### src/rtl/instruction_loader_pkg.sv
// Shared constants for the instruction loader: byte width, FSM encodings and
// the default end-of-program marker.
package instruction_loader_pkg;

    localparam int BYTE_SIZE = 8;

    localparam logic [2:0] S_IDLE    = 3'd0;
    localparam logic [2:0] S_CLEAR   = 3'd1;
    localparam logic [2:0] S_RECEIVE = 3'd2;
    localparam logic [2:0] S_WRITE   = 3'd3;
    localparam logic [2:0] S_DONE    = 3'd4;
    localparam logic [2:0] S_ERROR   = 3'd5;

    localparam logic [31:0] DEFAULT_HALT_WORD = 32'hFFFF_FFFF;

    typedef enum logic [2:0] {
        ST_IDLE    = S_IDLE,
        ST_CLEAR   = S_CLEAR,
        ST_RECEIVE = S_RECEIVE,
        ST_WRITE   = S_WRITE,
        ST_DONE    = S_DONE,
        ST_ERROR   = S_ERROR
    } loader_state_t;

endpackage

### src/rtl/instruction_loader_byte_word_assembler.sv
// Shifts incoming bytes MSB-first into a word and flags the byte that
// completes it.
module byte_word_assembler
    import instruction_loader_pkg::*;
#(
    parameter int WORD_SIZE_IN_BYTES = 4
) (
    input  logic                                  clk,
    input  logic                                  rst_n,
    input  logic                                  load_en,
    input  logic                                  clear,
    input  logic [BYTE_SIZE-1:0]                  data,
    output logic [WORD_SIZE_IN_BYTES*BYTE_SIZE-1:0] word,
    output logic                                  word_ready
);

    localparam int WORD_W = WORD_SIZE_IN_BYTES * BYTE_SIZE;
    localparam int CNT_W  = (WORD_SIZE_IN_BYTES > 1) ? $clog2(WORD_SIZE_IN_BYTES) : 1;
    localparam logic [CNT_W-1:0] LAST_BYTE = CNT_W'(WORD_SIZE_IN_BYTES - 1);

    logic [WORD_W-1:0] shift;
    logic [CNT_W-1:0]  byte_count;

    always_ff @(posedge clk or negedge rst_n) begin
        if (!rst_n) begin
            shift      <= '0;
            byte_count <= '0;
        end else if (clear) begin
            byte_count <= '0;
        end else if (load_en) begin
            shift <= (shift << BYTE_SIZE) | WORD_W'(data);
            if (byte_count == LAST_BYTE)
                byte_count <= '0;
            else
                byte_count <= byte_count + CNT_W'(1);
        end
    end

    assign word       = shift;
    assign word_ready = load_en && (byte_count == LAST_BYTE);

endmodule

### src/rtl/instruction_loader.sv
// Loader FSM: clears instruction memory, assembles bytes into words, writes
// them one by one and stops on the halt word or when memory is full.
module instruction_loader
    import instruction_loader_pkg::*;
#(
    parameter int WORD_SIZE_IN_BYTES = 4,
    parameter int MEM_SIZE_IN_WORDS  = 10,
    parameter logic [WORD_SIZE_IN_BYTES*BYTE_SIZE-1:0] HALT_WORD =
        (WORD_SIZE_IN_BYTES*BYTE_SIZE)'(DEFAULT_HALT_WORD)
) (
    input  logic                                      i_clk,
    input  logic                                      i_reset,
    input  logic                                      i_load_start,
    input  logic                                      i_abort,
    input  logic [BYTE_SIZE-1:0]                      i_byte,
    input  logic                                      i_byte_valid,
    output logic                                      o_byte_ready,
    output logic                                      o_mem_clear,
    output logic                                      o_instruction_write,
    output logic [WORD_SIZE_IN_BYTES*BYTE_SIZE-1:0]   o_instruction,
    output logic [$clog2(MEM_SIZE_IN_WORDS+1)-1:0]    o_word_count,
    output logic                                      o_busy,
    output logic                                      o_load_done,
    output logic                                      o_load_error
);

    localparam int WORD_W  = WORD_SIZE_IN_BYTES * BYTE_SIZE;
    localparam int COUNT_W = $clog2(MEM_SIZE_IN_WORDS + 1);
    localparam logic [COUNT_W-1:0] LAST_SLOT = COUNT_W'(MEM_SIZE_IN_WORDS - 1);

    loader_state_t     state, next_state;
    logic [WORD_W-1:0] word;
    logic [WORD_W-1:0] last_word;
    logic [COUNT_W-1:0] word_count;
    logic              word_ready;
    logic              byte_xfer;
    logic              clear_fire;
    logic              write_fire;

    // Abort wins over everything, so it also gates the handshake and strobes.
    assign byte_xfer  = (state == ST_RECEIVE) && i_byte_valid && !i_abort;
    assign clear_fire = (state == ST_CLEAR) && !i_abort;
    assign write_fire = (state == ST_WRITE) && !i_abort;

    byte_word_assembler #(
        .WORD_SIZE_IN_BYTES(WORD_SIZE_IN_BYTES)
    ) u_assembler (
        .clk        (i_clk),
        .rst_n      (i_reset),
        .load_en    (byte_xfer),
        .clear      ((state == ST_CLEAR) || (state == ST_WRITE)),
        .data       (i_byte),
        .word       (word),
        .word_ready (word_ready)
    );

    always_ff @(posedge i_clk or negedge i_reset) begin
        if (!i_reset)
            state <= ST_IDLE;
        else
            state <= next_state;
    end

    always_comb begin
        next_state = state;
        if (i_abort) begin
            next_state = ST_IDLE;
        end else begin
            case (state)
                ST_IDLE:    if (i_load_start) next_state = ST_CLEAR;
                ST_CLEAR:   next_state = ST_RECEIVE;
                ST_RECEIVE: if (word_ready) next_state = ST_WRITE;
                ST_WRITE: begin
                    if (word == HALT_WORD)
                        next_state = ST_DONE;
                    else if (word_count == LAST_SLOT)
                        next_state = ST_ERROR;
                    else
                        next_state = ST_RECEIVE;
                end
                ST_DONE, ST_ERROR: if (i_load_start) next_state = ST_CLEAR;
                default:    next_state = ST_IDLE;
            endcase
        end
    end

    always_ff @(posedge i_clk or negedge i_reset) begin
        if (!i_reset) begin
            word_count <= '0;
            last_word  <= '0;
        end else if (clear_fire) begin
            word_count <= '0;
            last_word  <= '0;
        end else if (write_fire) begin
            word_count <= word_count + COUNT_W'(1);
            last_word  <= word;
        end
    end

    assign o_byte_ready        = (state == ST_RECEIVE) && !i_abort;
    assign o_mem_clear         = clear_fire;
    assign o_instruction_write = write_fire;
    assign o_instruction       = (state == ST_WRITE) ? word : last_word;
    assign o_word_count        = word_count;
    assign o_busy              = (state == ST_CLEAR) || (state == ST_RECEIVE) || (state == ST_WRITE);
    assign o_load_done         = (state == ST_DONE);
    assign o_load_error        = (state == ST_ERROR);

endmodule

### config.mk
export PLATFORM = sky130hd
export DESIGN_NAME = instruction_loader
export DESIGN_NICKNAME = d
export VERILOG_FILES = /design/src/rtl/instruction_loader_pkg.sv /design/src/rtl/instruction_loader_byte_word_assembler.sv /design/src/rtl/instruction_loader.sv
export SDC_FILE = /design/constraint.sdc
export NUM_CORES = 1
export LEC_CHECK = 0
export ABC_AREA = 1
export CORE_MARGIN = 1
export CORE_UTILIZATION = 43
export CTS_CLUSTER_SIZE = 12
export DETAILED_ROUTE_END_ITERATION = 10
export MAX_ROUTING_LAYER = met4
export PLACE_DENSITY = 0.64
export SYNTH_ARGS = -nofsm -noshare
export SYNTH_HDL_FRONTEND = slang
export SYNTH_SLANG_ARGS = --single-unit
### constraint.sdc
create_clock -name i_clk -period 3.95 [get_ports i_clk]
set_input_delay 0.5925 -clock i_clk [delete_from_list [all_inputs] [get_ports i_clk]]
set_output_delay 0.5925 -clock i_clk [all_outputs]
set_load 0.03 [all_outputs]
# After elaboration in Yosys (flattened, before gate mapping)
# Cells that the tools add are included.
# totals
register_bits	73
input_bits	13
word_cells	49
# op_classes
add_sub_neg	2
n_eq_ne	10
n_mux	14
n_bitwise	2
n_reduce_logical	16
# ops
cell	count
$mux W32	3
$eq A32 B32 Y1 const B	1
$or A32 B8 Y32	1
$mux W3	5
$pmux W3 S4	1
$mux W4	2
$eq A3 B2 Y1 const B	2
$eq A3 B3 Y1 const B	2
$logic_and A1 B1 Y1	6
$mux W2	3
$add A4 B1 Y4 const B	1
$eq A4 B4 Y1 const B	1
$reduce_and A2 Y1	2
$reduce_bool A2 Y1	2
$eq A3 B1 Y1 const B	1
$logic_not A3 Y1	1
$logic_or A1 B1 Y1	3
$ne A3 B1 Y1 const B	1
$ne A3 B2 Y1 const B	1
$reduce_or A3 Y1	1
$add A2 B1 Y2 const B	1
$eq A2 B2 Y1 const B	1
$logic_not A1 Y1	1
$not A1 Y1	1

# Longest topological paths before layout
# Gate-level depths: netlist of run 1.
# logic_depth
word_depth	7
ltp_mapped	9
ltp_nobuf	9

# Hierarchy
# A second synthesis of run 1 with hierarchy kept.
# unflattened
hier_cells	456
area_unflattened_um2	3791.1
# modules_own_cells
mod	instances	cells_per_inst	area_per_inst_um2	seq_area_each_um2
instruction_loader	1	301	2379.8	975.9
byte_word_assembler	1	155	1411.4	850.8

# Worst setup path before layout of run 1
# Ideal clock, no wire load.
# synth_path
path_kind	register to output
startpoint	register state[1]
endpoint	output port o_instruction[11]
arrival_ns	1.630
t_required_ns	3.357
setup_slack_ns	1.727
path_stages_with_launch	7
path_buffers	2
cell_sequence	dfrtp_1 > nand2_2 > clkinv_1 > nand2_4 > buf_6 > clkbuf_1 > o21ai_0
# synth_between
elab_chain_cells	2
# synth_rtl
item	line_no	rtl
start: declaration	instruction_loader.sv:31	loader_state_t state, next_state;
start signal: assignment	instruction_loader.sv:61	state <= next_state;
$eq A3 B2 Y1	instruction_loader.sv:103	assign o_instruction = (state == ST_WRITE) ? word : last_word;
$mux W32	instruction_loader.sv:103	
end: declaration	instruction_loader.sv:20	output logic [WORD_SIZE_IN_BYTES*BYTE_SIZE-1:0] o_instruction,
# Every way passes these cells.

# Worst setup path in the final report of run 1
# layout_path
startpoint	register state[1]
endpoint	output port o_instruction[1]
# The elaborated chain is that of the path after synthesis.

==> results, run 1 <==
- The run finished with clean final reports.
- Once routing completed, OpenROAD measured the worst setup slack at 0.896 ns.
- The number of core rows is 32.
- The cts-stage hold buffer count is 0.
- The post-CTS setup repair buffer count is 0.
- Counting the fill cells in the layout gives 759.
- The relative slew slack is about half.
- Setup repair after global routing left no endpoint under its margin.
- Synthesis produced between 400 and 500 cells.
- The later pin in the worst-skew pair is clocked with a latency of approximately 0.35 ns.
- Clock tree synthesis inserted a total of 9 buffers.
- The root buffer cell chosen for the clock tree is sky130_fd_sc_hd__clkbuf_8.
- The congestion estimate from routability-driven global placement came to about 0.80.
- In the finished design, the share of the clock period the worst path needs comes to slightly below 80%.
- The largest stage delay on the critical path is 0.73 ns.
- At the pin with the least slew margin, the transition time is between 0.7 and 0.8 ns.
- The top-level port count is 55.
- After detailed routing, the wire length on met1 is 3510 um.
- IR analysis of the VDD net gives a maximum drop of 0.343 mV.
- STA classifies the critical path endpoint as an output pin.
- After global routing the overflow that remains totals 0.
- The overall via count from detail_route is 2702.
- The floorplan step set the die height to approximately 93 um.
- Across the run, the number of max-cap violations was 0.
- No sink is reached through more buffers than the 2 on the longest clock path.
- The post-cts repair resize count is 0.
- The final layout net count is 472.
- Grouping stages by cell kind, the critical path spends the most delay in buffers and inverters.
- The fraction of the yosys area taken by sequential cells is 51.4%.
- The CTS tree is done.
- Data on the critical path arrives at its endpoint at 2.46 ns.
- Relative to the synthesized area, the layout overhead comes to 20.3%.
- The category of the critical setup timing path is reg2out.
- The first detailed-routing pass took 4 iterations.
- The ratio of total power to cell area is 828 nW/um^2.
- In this run, distinct cell masters in the synthesized netlist total 29.
- The clock period minus worst slack is 3.05 ns.
- The final routed wirelength across all metal layers is 7100 um.
- The CTS clock-pin slew for the worst setup and hold paths is 0.08 ns.
- The leakage power is 1.93 nW.
- The highest achievable clock rate is 327 MHz.
- In this run the tool buffered the top-level ports with 54 buffer cells.
- The DRC violation count after routing is 0.
- The placeable core region is around 7800 sq um.
- The max-slew violation count is 0.
- Adding up every negative setup slack in the final design gives 0 ns.
- The final-report setup violation count is 0.
- The first global-routing pass estimated ~12000 um of wire.
- The clock arrives with 0.00751 ns of skew.
- Together, buffers and inverters on the worst path number 2.
- From left edge to right edge, the die measures 92.9 um.
- Synthesis produced a netlist with a net count of 426.
- The initial utilization of the core area, before any placement, comes to 45.3%.
- The final core area utilization is 54.4%.
- The number of global-route vias before repair is 2665.
- In this run the worst path has a maximum fanout of 66.
- For this run, the number of Yosys warnings is 0.
- The share of cells above drive strength 1 is 11.9%.
- The number of DRC markers in iteration 0 is 152.
- In this run the worst hold path is classified as in2async.
- The required arrival time at the worst endpoint is ~3.4 ns.
- Prior to clock tree synthesis, the placed netlist has a worst setup slack of 0.967 ns.
- The reg-to-reg startpoint is state[1].
- The total of flip-flops plus latches after synthesis is 73.
- The detail route stage leaves a number of antenna-violating nets equal to 0.
- The area enclosed by the die boundary is about 8600 sq um.
- A synthesized cell averages 8.66 sq um.
- The tree built by TritonCTS fans out to 73 sinks.
- Dividing the detail-routed wire length by the instance count gives ~13 um.
- The largest net degree at the start of global routing is 67.
- The H-tree was split into 3 levels.
- Total power for the finished layout comes to roughly 3.5 mW.
- The uppermost layer routed is met4.
- The number of antenna cells inserted is 0.
- The final-report hold violation count is 0.
- The total length of routed met2 wires is approximately 3300 um.
- Summed over all nets, the half-perimeter wirelength after detailed placement is 4620 um.
- The via count normalized by instance count is 4.80.
- The initial antenna violation count is 0.
- The mapped netlist covers around 3600 sq um.
- Traced cell by cell, the critical path runs through nand2_2 -> clkinv_1 -> nand2_4 -> nand2_1 -> o21ai_0 -> clkdlybuf4s50_1.
- The global-route usage over all layers is 18.8%.
- After detailed routing, the met3 layer carries 214 um of wire.
- Including well taps, the total number of placed cells is 547.
- The library cell contributing the largest single delay on the critical path is sky130_fd_sc_hd__clkdlybuf4s50_1.
- The post-layout instance count excluding filler cells is about 560.
- STA classifies the critical path startpoint as a register.
- The critical path starts at state[1].
[registers in the layout, summed over array words and instances (netlist names)]
signal / count
last_word: 32
o_word_count: 4
state: 3
u_assembler.byte_count: 2
u_assembler.word: 32
[worst paths after layout]
kind / endpoint / slack, ns / depth (start not counted)
setup reg to reg: last_word[0] / 1.85 / 6
hold / removal: last_word[20] / 0.25 / 1
setup / recovery: o_instruction[1] / 0.90 / 6
min in group i_clk: last_word[20] / 0.48 / 2
hold reg to reg: last_word[20] / 0.48 / 2
max in group asynchronous: u_assembler.word[22] / 2.68 / 2
[report_power, final]
part	leakage, nW	internal [mW]	switching, mW
Clock	0.109	0.355	0.288
Combinational	0.874	0.604	1.01
Sequential	0.945	1.06	0.218
[cells in the mapped netlist]
library cell | instances | area share [%]
sky130_fd_sc_hd__nand2_4 | 2 | 0.63
sky130_fd_sc_hd__nor2_1 | 20 | 2.1
sky130_fd_sc_hd__dfrtp_1 | 73 | 51
sky130_fd_sc_hd__nor3_4 | 1 | 0.46
sky130_fd_sc_hd__inv_4 | 1 | 0.18
sky130_fd_sc_hd__a21oi_2 | 8 | 2.0
sky130_fd_sc_hd__nand3_4 | 1 | 0.49
sky130_fd_sc_hd__nor3_1 | 2 | 0.28
sky130_fd_sc_hd__a22o_1 | 1 | 0.25
sky130_fd_sc_hd__o21ai_0 | 43 | 6.1
sky130_fd_sc_hd__nand2_1 | 119 | 13
sky130_fd_sc_hd__inv_2 | 1 | 0.11
sky130_fd_sc_hd__inv_1 | 43 | 4.5
sky130_fd_sc_hd__a21oi_1 | 4 | 0.56
sky130_fd_sc_hd__nor2_4 | 2 | 0.63
sky130_fd_sc_hd__nor2_8 | 2 | 1.1
sky130_fd_sc_hd__nand2_2 | 1 | 0.18
sky130_fd_sc_hd__o21ai_1 | 38 | 5.4
sky130_fd_sc_hd__o21ai_2 | 12 | 3.0
sky130_fd_sc_hd__clkbuf_1 | 4 | 0.42
sky130_fd_sc_hd__nor2_2 | 4 | 0.70
sky130_fd_sc_hd__ha_1 | 3 | 1.1
sky130_fd_sc_hd__nand3_1 | 5 | 0.70
sky130_fd_sc_hd__or2_2 | 1 | 0.18
sky130_fd_sc_hd__buf_2 | 4 | 0.56
sky130_fd_sc_hd__buf_6 | 12 | 3.8
sky130_fd_sc_hd__o22ai_2 | 1 | 0.35
sky130_fd_sc_hd__clkinv_1 | 1 | 0.11
sky130_fd_sc_hd__o21bai_1 | 1 | 0.21
[layout make-up]
type                       instances  area (sq um)  area share [%]
clock buffer                       9           124            2.90
clock inverter                     7          95.1            2.23
inverter                          46           175            4.10
multi-input combinational        271          1380            32.3
sequential                        73          1830            42.8
tap                              102           128            2.99
timing repair buffer              55           543            12.7
[cell usage in the layout (no fill, tap or decap), drive strengths merged]
master / count
clkbuf: 9
nand3: 6
nor3: 3
clkinvlp: 1
clkdlybuf4s50: 53
clkinv: 5
nor2: 28
o21ai: 93
bufinv: 2
inv: 45
ha: 3
nand2: 122
a22o: 1
or2: 1
buf: 2
o22ai: 1
o21bai: 1
a21oi: 12
dfrtp: 73
[cells by family (layout without fill, tap and decap cells)]
family / count (synthesis) / after routing / synth area share, %
AO/OA/AOI/OAI: 108 / 108 / 17.7
flip-flops: 73 / 73 / 51.4
adder cells (fa/ha/maj): 3 / 3 / 1.06
buffers and inverters: 66 / 117 / 9.72
AND/OR/NAND/NOR: 160 / 160 / 20.1
[per-stage QoR]
stage	instance area, sq um	hold slack [ns]
after floorplan	3550	0.297
after global placement	4050	0.465
after detailed placement	4050	0.469
after CTS	4270	0.258
after global routing	4270	0.296
final	4270	0.247
[routing by layer]
layer / up-vias / GRT usage (%)
met3: 11 / 3.04
met4: 0 / 7.56
met2: 44 / 29.2
met5: - / -
li1: 1393 / -
met1: 1254 / 24.6
No activity file was read; power rests on OpenSTA's default activity.
==> inputs of run 2 (changes only) <==
- PLACE_DENSITY: 0.64 -> 0.67
- clock period: 3.95 -> 2.8 ns (I/O delays scaled with it)
==> results, run 2 (same netlist as run 1, synthesis figures left out) <==
- The flow ran to the end, and the final reports show no timing, DRC or antenna violations.
- The design area is 4430 sq um.
- The area enclosed by the die boundary is 8630 sq um.
- The HPWL after detailed placement is roughly 4800 um.
- The max-slew violation count is 0.
- The number of buffers between clock root and the deepest sink is 2.
- The CTS root buffer is sky130_fd_sc_hd__clkbuf_8.
- The critical path depth is 5.
- The via count normalized by instance count is around 5.
- The final routed wirelength across all metal layers is 7750 um.
- The signal on the critical path passes through nand2_2 -> clkinvlp_4 -> nand2_8 -> o21ai_0 -> clkdlybuf4s50_1.
- The category of the critical setup timing path is reg2out.
- The share of cells above drive strength 1 is 13.3%.
- The cell area reported after detailed placement is 4120 sq um.
- After global routing the overflow that remains totals 0.
- Power spread over the standard cell area amounts to 1130 nW/um^2.
- The startpoint class of the critical path is a register.
- STA puts the critical path data required time at 2.38 ns.
- Setup slack on the worst reg-to-reg path comes out at 0.77 ns.
- The placeable core region is 7850 sq um.
- The x dimension of the die is 92.9 um.
- The clock period minus worst slack is 2.73 ns.
- After clock tree synthesis, the setup repair step added 0 buffers.
- The final-report hold violation count was 0.
- Setup violations remaining at the end of the flow were counted as 0.
- The highest achievable clock rate is 366 MHz.
- Hold timing on the final database bottoms out at a slack of 0.0785 ns.
- The overall via count from detail_route is 2795.
- The clock drives between 70 and 80 sinks.
- The number of core rows is 32.
- The worst pin sits at a relative slew slack of 65.6%.
- The global-route usage over all layers is 19.5%.
- Before antenna repair, the detailed router went through 5 iterations.
- The deepest level of the CTS H-tree is 3.
- The slowest stage of the critical path belongs to the cell sky130_fd_sc_hd__clkdlybuf4s50_1.
- The starting density of the core is between 40% and 50%.
- Dividing the final minimum period by the clock period gives 97.6%.
- The startpoint identified for the worst register-to-register timing path is state[1].
- In this run the remaining antenna-violating nets after routing total 0.
- The path class of the tightest hold or removal check is in2async.
- Leaving out fill and tap cells, the most frequent cell in the layout is sky130_fd_sc_hd__nand2_1.
- The quantity of I/O buffers inserted on ports is 54.
- The CTS clock-pin slew for the worst setup and hold paths is 0.08 ns.
- TritonCTS built the clock tree.
- The arrival time of the worst setup path is approximately 2.3 ns.
- The mean routed wirelength per cell is 13.6 um.
- The maximum vdd drop is 0.511 mV.
- The count of buffering cells on the critical path with inverters included is 2.
- Entering global routing, the biggest net connects 74 pins.
- The largest driver fanout on the critical path is 33.
- The top-level port count is 55.
- The maximum clock skew at final layout is 0.00633 ns.
- On the worst path, the slowest cell contributes a delay of 0.70 ns.
- Leaving out fill and tap cells, the most frequent cells in the layout are sky130_fd_sc_hd__nand2_1, sky130_fd_sc_hd__dfrtp_1, sky130_fd_sc_hd__inv_1, sky130_fd_sc_hd__o21ai_0, sky130_fd_sc_hd__o21ai_1.
- From synthesis to final layout, the design area changed by 24.8%.
- Clock latency on the worst-skew pair, taken at its later pin, is 0.35 ns.
- The number of antenna cells inserted is 0.
- The kind of cell with the highest combined delay on the critical path is buffers and inverters.
- The DRC violation count after routing is 0.
- The number of global-route vias before repair is between 2k and 3k.
- In this run the static leakage power is 2.26 nW.
- The element type at the critical path end is an output pin.
- From bottom edge to top edge, the die measures 92.9 um.
- In this run, CTS created clock tree buffers numbering 9.
- The congestion estimate from routability-driven global placement came to 0.814.
- Setup repair after global routing could not meet its margin everywhere.
- The number of hold buffers added after CTS was 0.
- The transition time of the tightest slew-check pin is 0.516 ns.
- The number of DRC markers in iteration 0 is 152.
- The number of maximum-capacitance constraint violations is 0.
- The wire length of the first global-routing pass is 12800 um.
- The final layout contains 478 nets.
- The worst register-to-register path ends at o_word_count[0].
- The initial antenna violation count is 0.
- The depth of the most critical reg-to-reg path is 7.
run 2: cell count changes in the layout (fill, tap and decap cells not counted), sizes merged, moves of 2 or more:
cell / delta
dlymetal6s2s: +18
clkbuf: +3
clkinvlp: +2
buf: +4
clkinv: -4
clkdlybuf4s50: -18
nand2: +2
run 2: worst max path at each step:
| stage | to | startpoint |
|---|---|---|
| finish | o_instruction[11] | state[1] |
| detailed placement | o_instruction[14] | state[1] |
| global route | o_instruction[28] | state[1] |
| CTS | o_instruction[14] | state[1] |
| global placement | o_instruction[14] | state[1] |
| floorplan | o_instruction[11] | state[1] |
run 2: worst register-to-register path, delay by kind of cell (launching register included):
kind / cells / cell delay (ns)
buffers and inverters: 2 / 0.41
AO/OA/AOI/OAI: 1 / 0.15
flip-flops: 1 / 0.47
AND/OR/NAND/NOR: 4 / 0.94
run 2: where the power goes:
part / leakage, nW / total, mW / switching, mW / internal, mW
Clock: 0.105 / 0.875 / 0.392 / 0.483
Combinational: 1.21 / 2.31 / 1.45 / 0.860
Sequential: 0.945 / 1.81 / 0.312 / 1.50
run 2: cell type report:
type	instances	area, sq um
well taps	102	128
repair buffers	59	656
clock buffers	12	165
multi-input cells	273	1430
fillers	730	3410
clock inverters	4	50.0
inverters	46	179
flip-flops and latches	73	1830
run 2: metal layers:
metal	wire, um	part of all wire [%]	vias to the layer above	track usage [%]
li1	-	-	1419	-
met1	3600	46	1299	25.2
met2	3730	48	69	30.8
met3	324	4.2	8	3.20
met4	97	1.3	0	7.44
met5	0	0	-	-
run 2: metrics by stage:
step | instances | TNS, ns | setup slack, ns | total power [mW] | utilization, %
floorplan | 410 | 0 | 0.750 | 3.37 | -
global placement | 551 | 0 | 0.335 | 4.09 | 52.5
detailed placement | 551 | 0 | 0.302 | 4.15 | 52.5
CTS | 567 | 0 | 0.0835 | 5.03 | 55.4
global route | 569 | -0.276 | -0.0409 | 5.39 | 56.5
finish | 569 | 0 | 0.0668 | 5.00 | 56.5
run 2: repair_timing:
| action | CTS | global route |
|---|---|---|
| hold endpoints to repair | 0 | 0 |
| resized for setup | 1 | 21 |
| endpoints found under the setup margin | 32 | 32 |
| gates cloned | 0 | 2 |
==> inputs of run 3 (changes only) <==
- GPL_ROUTABILITY_DRIVEN: default -> 0
- clock period: 2.8 -> 2.5 ns (I/O delays scaled with it)
==> results, run 3 (same netlist as run 1, synthesis figures left out) <==
- The flow ran to the end, and the final reports show no timing, DRC or antenna violations.
- In this run the worst path has a maximum fanout of 28.
- The global-route usage over all layers is between 10% and 20%.
- The final-report setup violation count is 0.
- The final-report hold violation count is 0.
- At the later pin of the worst-skew pair, clock insertion delay measures 0.35 ns.
- The post-layout instance count excluding filler cells is 572.
- The root buffer cell chosen for the clock tree is sky130_fd_sc_hd__clkbuf_8.
- Setup repair after global routing left no endpoint under its margin.
- STA classifies the critical path endpoint as an output pin.
- The number of maximum-capacitance constraint violations is 0.
- The initial utilization of the core area, before any placement, comes to between 40% and 50%.
- The die covers around 8600 sq um.
- The ratio of total power to cell area is 1260 nW/um^2.
- Data on the critical path is required at its endpoint by 2.12 ns.
- The worst reg2reg path endpoint is last_word[9].
- The share of cells above drive strength 1 is 15.3%.
- The library cell contributing the largest single delay on the critical path is sky130_fd_sc_hd__dfrtp_1.
- The flop-to-flop setup slack is 0.69 ns.
- The initial antenna violation count came to 0.
- The relative slew slack is roughly three quarters.
- Pin placement for this block handled 55 I/O pins.
- The via count normalized by instance count is 4.85.
- The HPWL after detailed placement is 4900 um.
- Entering global routing, the biggest net connects 74 pins.
- The number of DRC markers in iteration 0 is 182.
- The H-tree was split into 3 levels.
- Summed over all layers, the global routing overflow is 0.
- The classification of the worst-slack hold path is in2async.
- The floorplan step set the die width to 92.9 um.
- The startpoint identified for the worst register-to-register timing path is state[0].
- In this run the cell area measured after placement is 4180 sq um.
- The number of buffers added by the clock tree synthesis step is 9.
- In the final design database the tool counted a little under 500 nets.
- The cell count after placement is 556.
- The DRC violation count after routing is 0.
- After clock tree synthesis, the flow added hold-fix buffers numbering 0.
- After detailed routing, the average wire length per cell comes to 12.5 um.
- The number of global-route vias before repair is 2603.
- Once routing completed, OpenROAD measured the worst setup slack at 0.129 ns.
- STA classifies the critical path startpoint as a register.
- The highest achievable clock rate is 422 MHz.
- The final core area utilization is 55.3%.
- The CTS clock-pin slew for the worst setup and hold paths is 0.08 ns.
- The first global-routing pass estimated 12400 um of wire.
- The floorplan has 32 rows.
- After routing the design area is 4340 sq um.
- The placeable core region is 7850 sq um.
- In the final timing run, aggregate negative setup slack is 0 ns.
- The critical path is of the reg2out type.
- IR analysis of the VDD net gives a maximum drop of around 0.55 mV.
- The detail route stage leaves a number of antenna-violating nets equal to 0.
- Counting I/O delays and the setup requirement, the final critical path takes 2.37 ns.
- The CTS sink count is 73.
- The largest stage delay on the critical path is 0.46 ns.
- The number of detailed-route iterations in the first pass is 4.
- The area added between synthesis and finish is 22.3%.
- The clock passes through at most 2 buffers.
- The final routed wirelength across all metal layers is 7160 um.
- The number of antenna cells inserted is 0.
- Leaving out fill and tap cells, the most frequent cell in the layout is sky130_fd_sc_hd__nand2_1.
- The critical path goes through nand2_2 -> clkinv_1 -> nand2_4 -> buf_12 -> nand2_1 -> o21ai_0 -> clkdlybuf4s15_1.
- The arrival time of the worst setup path is 2.00 ns.
- For the pin with the worst max-slew slack, the measured transition is 0.387 ns.
- The pre-CTS setup slack is 0.180 ns.
- The leakage power is 2.08 nW.
- Port buffering added between 50 and 60 buffers.
- The top cell types in the final layout, fill and taps aside, are sky130_fd_sc_hd__nand2_1, sky130_fd_sc_hd__dfrtp_1, sky130_fd_sc_hd__inv_1, sky130_fd_sc_hd__o21ai_0, sky130_fd_sc_hd__o21ai_1.
- The final period utilization is 94.8%.
- The CTS tree is done.
- The chip height is ~93 um.
- The max-slew violation count is 0.
- The maximum clock skew at final layout is 0.0124 ns.
- Measured in cells, the most critical reg-to-reg path has a length of 9.
- Across all layers, the routed design uses 2774 vias.
==> run 3: how the worst max path moves through the flow <==
| stage | startpoint | end | slack, ns | cells after the start |
|---|---|---|---|---|
| 5_1_grt | state[1] | o_instruction[3] | 0.002 | 7 |
| 3_5_place_dp | state[1] | o_instruction[18] | 0.18 | 7 |
| 4_1_cts | state[0] | o_instruction[18] | 0.08 | 7 |
| 6_report | state[0] | o_instruction[17] | 0.13 | 7 |
| 2_1_floorplan | state[1] | o_instruction[11] | 0.49 | 6 |
| 3_3_place_gp | state[1] | o_instruction[16] | 0.23 | 7 |
==> run 3: worst max-delay path, delay by kind of cell, from the launching register on <==
kind	cells	cell delay, ns
AND/OR/NAND/NOR	3	0.36
flip-flops	1	0.46
AO/OA/AOI/OAI	1	0.11
buffers and inverters	3	0.72
==> run 3: cell type report <==
class / count / area [sq um]
multi-input cells: 271 / 1380
flip-flops and latches: 73 / 1830
fillers: 753 / 3500
clock inverters: 5 / 78.8
well taps: 102 / 128
repair buffers: 64 / 613
clock buffers: 11 / 141
inverters: 46 / 175
==> run 3: layer usage <==
layer | share of wire (%) | global-route usage (%)
met5 | 0 | -
met4 | 0.91 | 5.38
met3 | 3.6 | 5.17
met2 | 48 | 29.6
met1 | 47 | 24.5
==> run 3: timing repair <==
| action | 4_1_cts | 5_1_grt |
|---|---|---|
| gates resized for setup | 32 | 34 |
| setup buffers | 0 | 0 |
| cloned | 0 | 0 |
| setup endpoints to repair | 32 | 18 |
==> run 3: power breakdown <==
| group | leakage, nW | switching [mW] | internal, mW |
|---|---|---|---|
| Combinational | 1.02 | 1.60 | 0.844 |
| Clock | 0.113 | 0.428 | 0.588 |
| Sequential | 0.945 | 0.347 | 1.68 |
| Total | 2.08 | 2.38 | 3.11 |
==> run 3: per-stage QoR <==
step                      hold slack, ns  power (mW)
final                             0.0541        5.49
after global routing              0.0607        5.91
after CTS                         0.0600        5.54
after detailed placement           0.438        4.70
after global placement             0.439        4.64
after floorplan                   0.0794        3.77
